==> config.mk <==
export PLATFORM = sky130hd
export DESIGN_NAME = uart_rx
export DESIGN_NICKNAME = d
export VERILOG_FILES = /design/src/rtl/uart_rx.sv
export SDC_FILE = /design/constraint.sdc
export NUM_CORES = 1
export LEC_CHECK = 0
export CELL_PAD_IN_SITES_DETAIL_PLACEMENT = 1
export CELL_PAD_IN_SITES_GLOBAL_PLACEMENT = 1
export CORE_ASPECT_RATIO = 1.5
export CORE_MARGIN = 1
export CORE_UTILIZATION = 45
export CTS_BUF_LIST = sky130_fd_sc_hd__clkbuf_8
export CTS_CLUSTER_SIZE = 24
export DETAILED_ROUTE_END_ITERATION = 16
export GPL_TIMING_DRIVEN = 0
export PLACE_DENSITY = 0.87
export SLEW_MARGIN = 20
export SYNTH_ARGS = -nofsm -noshare
export SYNTH_HDL_FRONTEND = slang
export SYNTH_SLANG_ARGS = --single-unit
==> constraint.sdc <==
create_clock -name clk -period 2.35 [get_ports clk]
set_clock_uncertainty 0.2 [all_clocks]
set_input_delay 0.5875 -clock clk [delete_from_list [all_inputs] [get_ports clk]]
set_output_delay 0.5875 -clock clk [all_outputs]
set_load 0.05 [all_outputs]
==> src/rtl/uart_rx.sv <==
// UART receiver: two-flop input synchroniser, start/data/parity/stop FSM
// sampling mid-bit, and a one-entry valid/ready output buffer carrying the
// received word together with its parity and framing error flags.
module uart_rx #(
    parameter int CLKS_PER_BIT = 50000000 / 115200,
    parameter int BITS_N       = 8,
    parameter int PARITY_TYPE  = 0
) (
    input  logic              clk,
    input  logic              rst,
    input  logic              uart_in,
    input  logic              ready_in,
    output logic [BITS_N-1:0] data_rx,
    output logic              valid_out,
    output logic              parity_err,
    output logic              frame_err,
    output logic              overrun,
    output logic              busy
);

    localparam int H       = CLKS_PER_BIT / 2;
    localparam int CW      = $clog2(CLKS_PER_BIT);
    localparam int BW      = $clog2(BITS_N) + 1;
    localparam bit HAS_PAR = (PARITY_TYPE != 0);

    typedef enum logic [2:0] {
        ST_IDLE   = 3'd0,
        ST_START  = 3'd1,
        ST_DATA   = 3'd2,
        ST_PARITY = 3'd3,
        ST_STOP   = 3'd4
    } state_t;

    // Parity error for a word plus its received parity bit.
    function automatic logic par_err_f(input logic [BITS_N-1:0] d, input logic p);
        logic ones_odd;
        ones_odd = (^d) ^ p;
        case (PARITY_TYPE)
            1:       return ~ones_odd;
            2:       return ones_odd;
            default: return 1'b0;
        endcase
    endfunction

    state_t            state_q, state_d;
    logic [CW-1:0]     cnt_q, cnt_d;
    logic [BW-1:0]     bit_n_q, bit_n_d;
    logic [BITS_N-1:0] shreg_q, shreg_d;
    logic              par_bit_q, par_bit_d;
    logic              sync1_q, sync2_q;
    logic              rx_s;
    logic              commit_s;
    logic              stop_bad_s;
    logic [BITS_N:0]   sh_ext_s;

    logic [BITS_N-1:0] data_q, data_d;
    logic              valid_q, valid_d;
    logic              perr_q, perr_d;
    logic              ferr_q, ferr_d;
    logic              ovr_q, ovr_d;

    assign rx_s     = sync2_q;
    assign sh_ext_s = {rx_s, shreg_q};

    // Two-flop synchroniser for the asynchronous serial line, idle high.
    always_ff @(posedge clk) begin
        if (!rst) begin
            sync1_q <= 1'b1;
            sync2_q <= 1'b1;
        end else begin
            sync1_q <= uart_in;
            sync2_q <= sync1_q;
        end
    end

    // Frame FSM: next state, bit timing counter, shift register and commit strobe.
    always_comb begin
        state_d    = state_q;
        cnt_d      = cnt_q + CW'(1);
        bit_n_d    = bit_n_q;
        shreg_d    = shreg_q;
        par_bit_d  = par_bit_q;
        commit_s   = 1'b0;
        stop_bad_s = 1'b0;
        case (state_q)
            ST_IDLE: begin
                cnt_d   = '0;
                bit_n_d = '0;
                if (!rx_s) begin
                    state_d = ST_START;
                end else begin
                    state_d = ST_IDLE;
                end
            end
            ST_START: begin
                if (cnt_q == CW'(H - 1)) begin
                    cnt_d   = '0;
                    bit_n_d = '0;
                    if (!rx_s) begin
                        state_d = ST_DATA;
                    end else begin
                        // Start bit did not hold low to mid-bit: treat as glitch.
                        state_d = ST_IDLE;
                    end
                end else begin
                    state_d = ST_START;
                end
            end
            ST_DATA: begin
                if (cnt_q == CW'(CLKS_PER_BIT - 1)) begin
                    cnt_d   = '0;
                    shreg_d = sh_ext_s[BITS_N:1];
                    if (bit_n_q == BW'(BITS_N - 1)) begin
                        bit_n_d = '0;
                        state_d = HAS_PAR ? ST_PARITY : ST_STOP;
                    end else begin
                        bit_n_d = bit_n_q + BW'(1);
                    end
                end else begin
                    state_d = ST_DATA;
                end
            end
            ST_PARITY: begin
                if (cnt_q == CW'(CLKS_PER_BIT - 1)) begin
                    cnt_d     = '0;
                    par_bit_d = rx_s;
                    state_d   = ST_STOP;
                end else begin
                    state_d = ST_PARITY;
                end
            end
            ST_STOP: begin
                if (cnt_q == CW'(CLKS_PER_BIT - 1)) begin
                    // Leave mid-stop-bit so a back-to-back start edge is not missed.
                    cnt_d      = '0;
                    commit_s   = 1'b1;
                    stop_bad_s = ~rx_s;
                    state_d    = ST_IDLE;
                end else begin
                    state_d = ST_STOP;
                end
            end
            default: begin
                cnt_d   = '0;
                bit_n_d = '0;
                state_d = ST_IDLE;
            end
        endcase
    end

    // FSM state, counters and shift register.
    always_ff @(posedge clk) begin
        if (!rst) begin
            state_q   <= ST_IDLE;
            cnt_q     <= '0;
            bit_n_q   <= '0;
            shreg_q   <= '0;
            par_bit_q <= 1'b0;
        end else begin
            state_q   <= state_d;
            cnt_q     <= cnt_d;
            bit_n_q   <= bit_n_d;
            shreg_q   <= shreg_d;
            par_bit_q <= par_bit_d;
        end
    end

    // Output buffer: accept/load/drop decision for a committed frame.
    always_comb begin
        data_d = data_q;
        perr_d = perr_q;
        ferr_d = ferr_q;
        ovr_d  = 1'b0;
        if (valid_q && ready_in) begin
            valid_d = 1'b0;
        end else begin
            valid_d = valid_q;
        end
        if (commit_s) begin
            if (!valid_q || ready_in) begin
                data_d  = shreg_q;
                perr_d  = par_err_f(shreg_q, par_bit_q);
                ferr_d  = stop_bad_s;
                valid_d = 1'b1;
            end else begin
                // Old word still pending: keep it and flag the lost frame.
                ovr_d = 1'b1;
            end
        end else begin
            ovr_d = 1'b0;
        end
    end

    // Output holding registers.
    always_ff @(posedge clk) begin
        if (!rst) begin
            data_q  <= '0;
            valid_q <= 1'b0;
            perr_q  <= 1'b0;
            ferr_q  <= 1'b0;
            ovr_q   <= 1'b0;
        end else begin
            data_q  <= data_d;
            valid_q <= valid_d;
            perr_q  <= perr_d;
            ferr_q  <= ferr_d;
            ovr_q   <= ovr_d;
        end
    end

    assign data_rx    = data_q;
    assign valid_out  = valid_q;
    assign parity_err = perr_q;
    assign frame_err  = ferr_q;
    assign overrun    = ovr_q;
    assign busy       = (state_q != ST_IDLE);

endmodule

==> flow_metrics.env <==
export IMPL_status="completed"
export IMPL_synth_cells=176
export IMPL_drtAntennaViolNets=0
export IMPL_via_per_inst=5.419
export IMPL_dr_total_vias=1306
export IMPL_synth_xor_area_share_pct=3.707
export IMPL_cts_tree="done"
export IMPL_yosys_area_share_adder_pct=3.026
export IMPL_critPathKind="reg2out"
export IMPL_grtUsageTotal_pct=21.14
export IMPL_syn_avg_cell_area_um2=9.398
export IMPL_ctsLongestPathBuffers=2
export IMPL_h_tree_depth=2
export IMPL_cts_sinks=37
export IMPL_die_area_um2=3927
export IMPL_core_um2=3448
export IMPL_wirelength_um=3797
export IMPL_regArea_um2=740.7
export IMPL_fin_setup_tns_ps=0
export IMPL_dr_pass1_iters=4
export IMPL_placed_area_um2=1857
export IMPL_dieHeight_um=76.26
export IMPL_setup_ws_ps=109.5
export IMPL_clk_latency_ps=280
export IMPL_drc=0
export IMPL_grt_antenna_before_repair=0
export IMPL_gp_congestion=0.7904
export IMPL_worst_pin_slew_ps=651.6
export IMPL_clock_fmax_mhz=446.3
export IMPL_arrival_ps=1450
export IMPL_clk_pin_slew_ps=70
export IMPL_nNetsFinal=206
export IMPL_period_needed_ps=2240
export IMPL_grt_setup_unrepaired="false"
export IMPL_end_kind="primary output"
export IMPL_synthMuxAreaShare_pct=12.18
export IMPL_fin_area_um2=1968
export IMPL_grtUsageMet3_pct=4.790
export IMPL_drive_gt1_share_pct=10.55
export IMPL_ir_worst_vdd_v=0.0004044
export IMPL_grt_max_degree=12
export IMPL_synth_seq_cells=37
export IMPL_start_util_pct=47.97
export IMPL_yosys_area_share_simple_pct=25.04
export IMPL_cp_required_ps=1560
export IMPL_wl_per_cell_um=15.76
export IMPL_relSlewSlack_pct=56.27
export IMPL_synthToLayoutAreaGrowth_pct=18.99
export IMPL_total_power_w=0.001309
export IMPL_setup_worst_path_start_class="flop"
export IMPL_ys_warnings_count=0
export IMPL_met2_usage_pct=40.39
export IMPL_synthesis_nets=184
export IMPL_grt_pass1_vias=1369
export IMPL_die_w_um=51.50
export IMPL_path_delay_family="buffers and inverters"
export IMPL_post_route_period_util_pct=95.34
export IMPL_cts_hold_buf=0
export IMPL_hold_viol=0
export IMPL_grt_pass1_wl_um=6203
export IMPL_max_stage_delay_ps=830
export IMPL_fillers=405
export IMPL_grt_overflow=0
export IMPL_maxCapViolations=0
export IMPL_rows=26
export IMPL_setup_violations=0
export IMPL_dp_hpwl_um=2847
export IMPL_cts_buffers=5
export IMPL_synth_area_um2=1654
export IMPL_ys_seq_area_share_pct=44.78
export IMPL_critical_path_buf_inv_count=1
export IMPL_worstPathMaxFanout=2
export IMPL_cp_cell_sequence="clkdlybuf4s50_1"
export IMPL_grt_busiest_layer="met2"
export IMPL_num_io_pins=17
export IMPL_hold_path_class="reg2reg"
export IMPL_drtIter0Drc=25
export IMPL_pre_cts_slack_ps=53.82
export IMPL_crit_slowest_cell="clkdlybuf4s50_1"
export IMPL_synth_distinct_cells=44
export IMPL_leakage_nw=0.8579
export IMPL_synth_top_family_by_area="simple AND/OR/NAND/NOR gates"
export IMPL_use_met1_pct=21.13
export IMPL_maxSlewViolCount=0
export IMPL_port_buffers=15
export IMPL_synth_compound_area_share_pct=7.262
export IMPL_multi_input_area_um2=850.8
export IMPL_antenna_cells=0
export IMPL_cts_root_buf="clkbuf_8"
export IMPL_powerDensity_nw_per_um2=665.1
[area by class of cell]
| cell class | instances | share of cell area, % |
|---|---|---|
| Clock buffer | 6 | 4.196 |
| Tap cell | 42 | 2.670 |
| Multi-Input combinational cell | 125 | 43.23 |
| Inverter | 5 | 0.9536 |
| Timing Repair Buffer | 15 | 7.374 |
| Clock inverter | 2 | 1.716 |
| Sequential cell | 37 | 37.64 |
| Buffer | 9 | 2.225 |
[registers in the layout (all words and copies together) (netlist names)]
name,cells
cnt_q,9
data_rx,8
shreg_q,8
bit_n_q,4
state_q,3
frame_err,1
overrun,1
rx_s,1
sync1_q,1
valid_out,1
[kinds of logic after synthesis]
| group | after synthesis |
|---|---|
| other | 1 |
| AND/OR/NAND/NOR | 75 |
| AO/OA/AOI/OAI | 18 |
| XOR/XNOR | 7 |
| adder cells (fa/ha/maj) | 4 |
| multiplexers | 20 |
| buffers and inverters | 14 |
| flip-flops | 37 |
[power breakdown]
| part | switching [W] | total (W) | internal [W] |
|---|---|---|---|
| Sequential | 0.0000120 | 0.000647 | 0.000635 |
| Clock | 0.000220 | 0.000562 | 0.000342 |
| Combinational | 0.0000633 | 0.000100 | 0.0000368 |
| Total | 0.000295 | 0.00131 | 0.00101 |
[per-stage QoR]
step           cells  util (%)  hold WS (ps)
6_report         241     57.08         224.8
5_1_grt          241     57.08         242.3
4_1_cts          241     57.18         233.3
3_5_place_dp     233     53.85         210.4
3_3_place_gp     233     53.85         200.4
2_1_floorplan    176         -         186.3
[worst paths after layout]
kind | startpoint | cells past startpoint | endpoint | slack [ps]
hold / removal | sync1_q | 1 | rx_s | 220
setup / recovery | valid_out | 1 | valid_out | 110
setup reg to reg | state_q[1] | 4 | shreg_q[5] | 220
hold reg to reg | sync1_q | 1 | rx_s | 220
[repair_timing]
item                                   in CTS  in global routing
endpoints found under the hold margin       0                  0
gates resized for setup                     1                  2
setup buffers                               0                  0
setup endpoints to repair                   1                  1
[layout by cell type, fill, tap and decap left out, types with 2 or more instances in the layout]
cell type	count
buf_2	4
xor2_1	6
nand3_1	6
ha_1	4
dfxtp_1	37
and4b_1	2
clkbuf_2	2
nand2b_1	5
a21oi_1	8
inv_1	6
clkbuf_1	3
and4bb_2	2
clkdlybuf4s50_1	14
nor3_1	2
mux2i_1	19
clkbuf_8	6
and2_1	2
nand3b_1	2
or3_1	2
nand4_1	5
nand2_1	9
nor2_1	28
[routing by layer]
| metal | wire length [µm] | vias up |
|---|---|---|
| met3 | 76 | 4 |
| met1 | 1484 | 633 |
| met5 | 0 | - |
| met2 | 2202 | 16 |
| li1 | - | 653 |
| met4 | 34 | 0 |
[cells in the mapped netlist, drive strengths merged]
cell	number	area share, %
dfxtp	37	45
nor2	28	6.4
mux2i	19	11
nand2	9	2.0
a21oi	8	2.4
nand3	7	2.4
xor2	6	3.2
buf	5	1.7
inv	5	1.1
nand2b	5	1.9
nand4	5	1.9
clkbuf	4	0.98
ha	4	3.0
and4bb	3	2.3
a41oi	2	1.5
and2	2	0.76
and4b	2	1.2
nand3b	2	0.91
nor3	2	0.61
nor3b	2	1.2
o21ai	2	0.60
or3	2	0.76
or3b	2	1.1
a22oi	1	0.45
a31oi	1	0.38
and3	1	0.38
and4	1	0.53
conb	1	0.23
mux2	1	0.68
nor2b	1	0.38
o21bai	1	0.45
o22ai	1	0.38
o31ai	1	0.45
o32a	1	0.61
or2	1	0.38
xnor2	1	0.53
(Power assumes the default switching activity.)
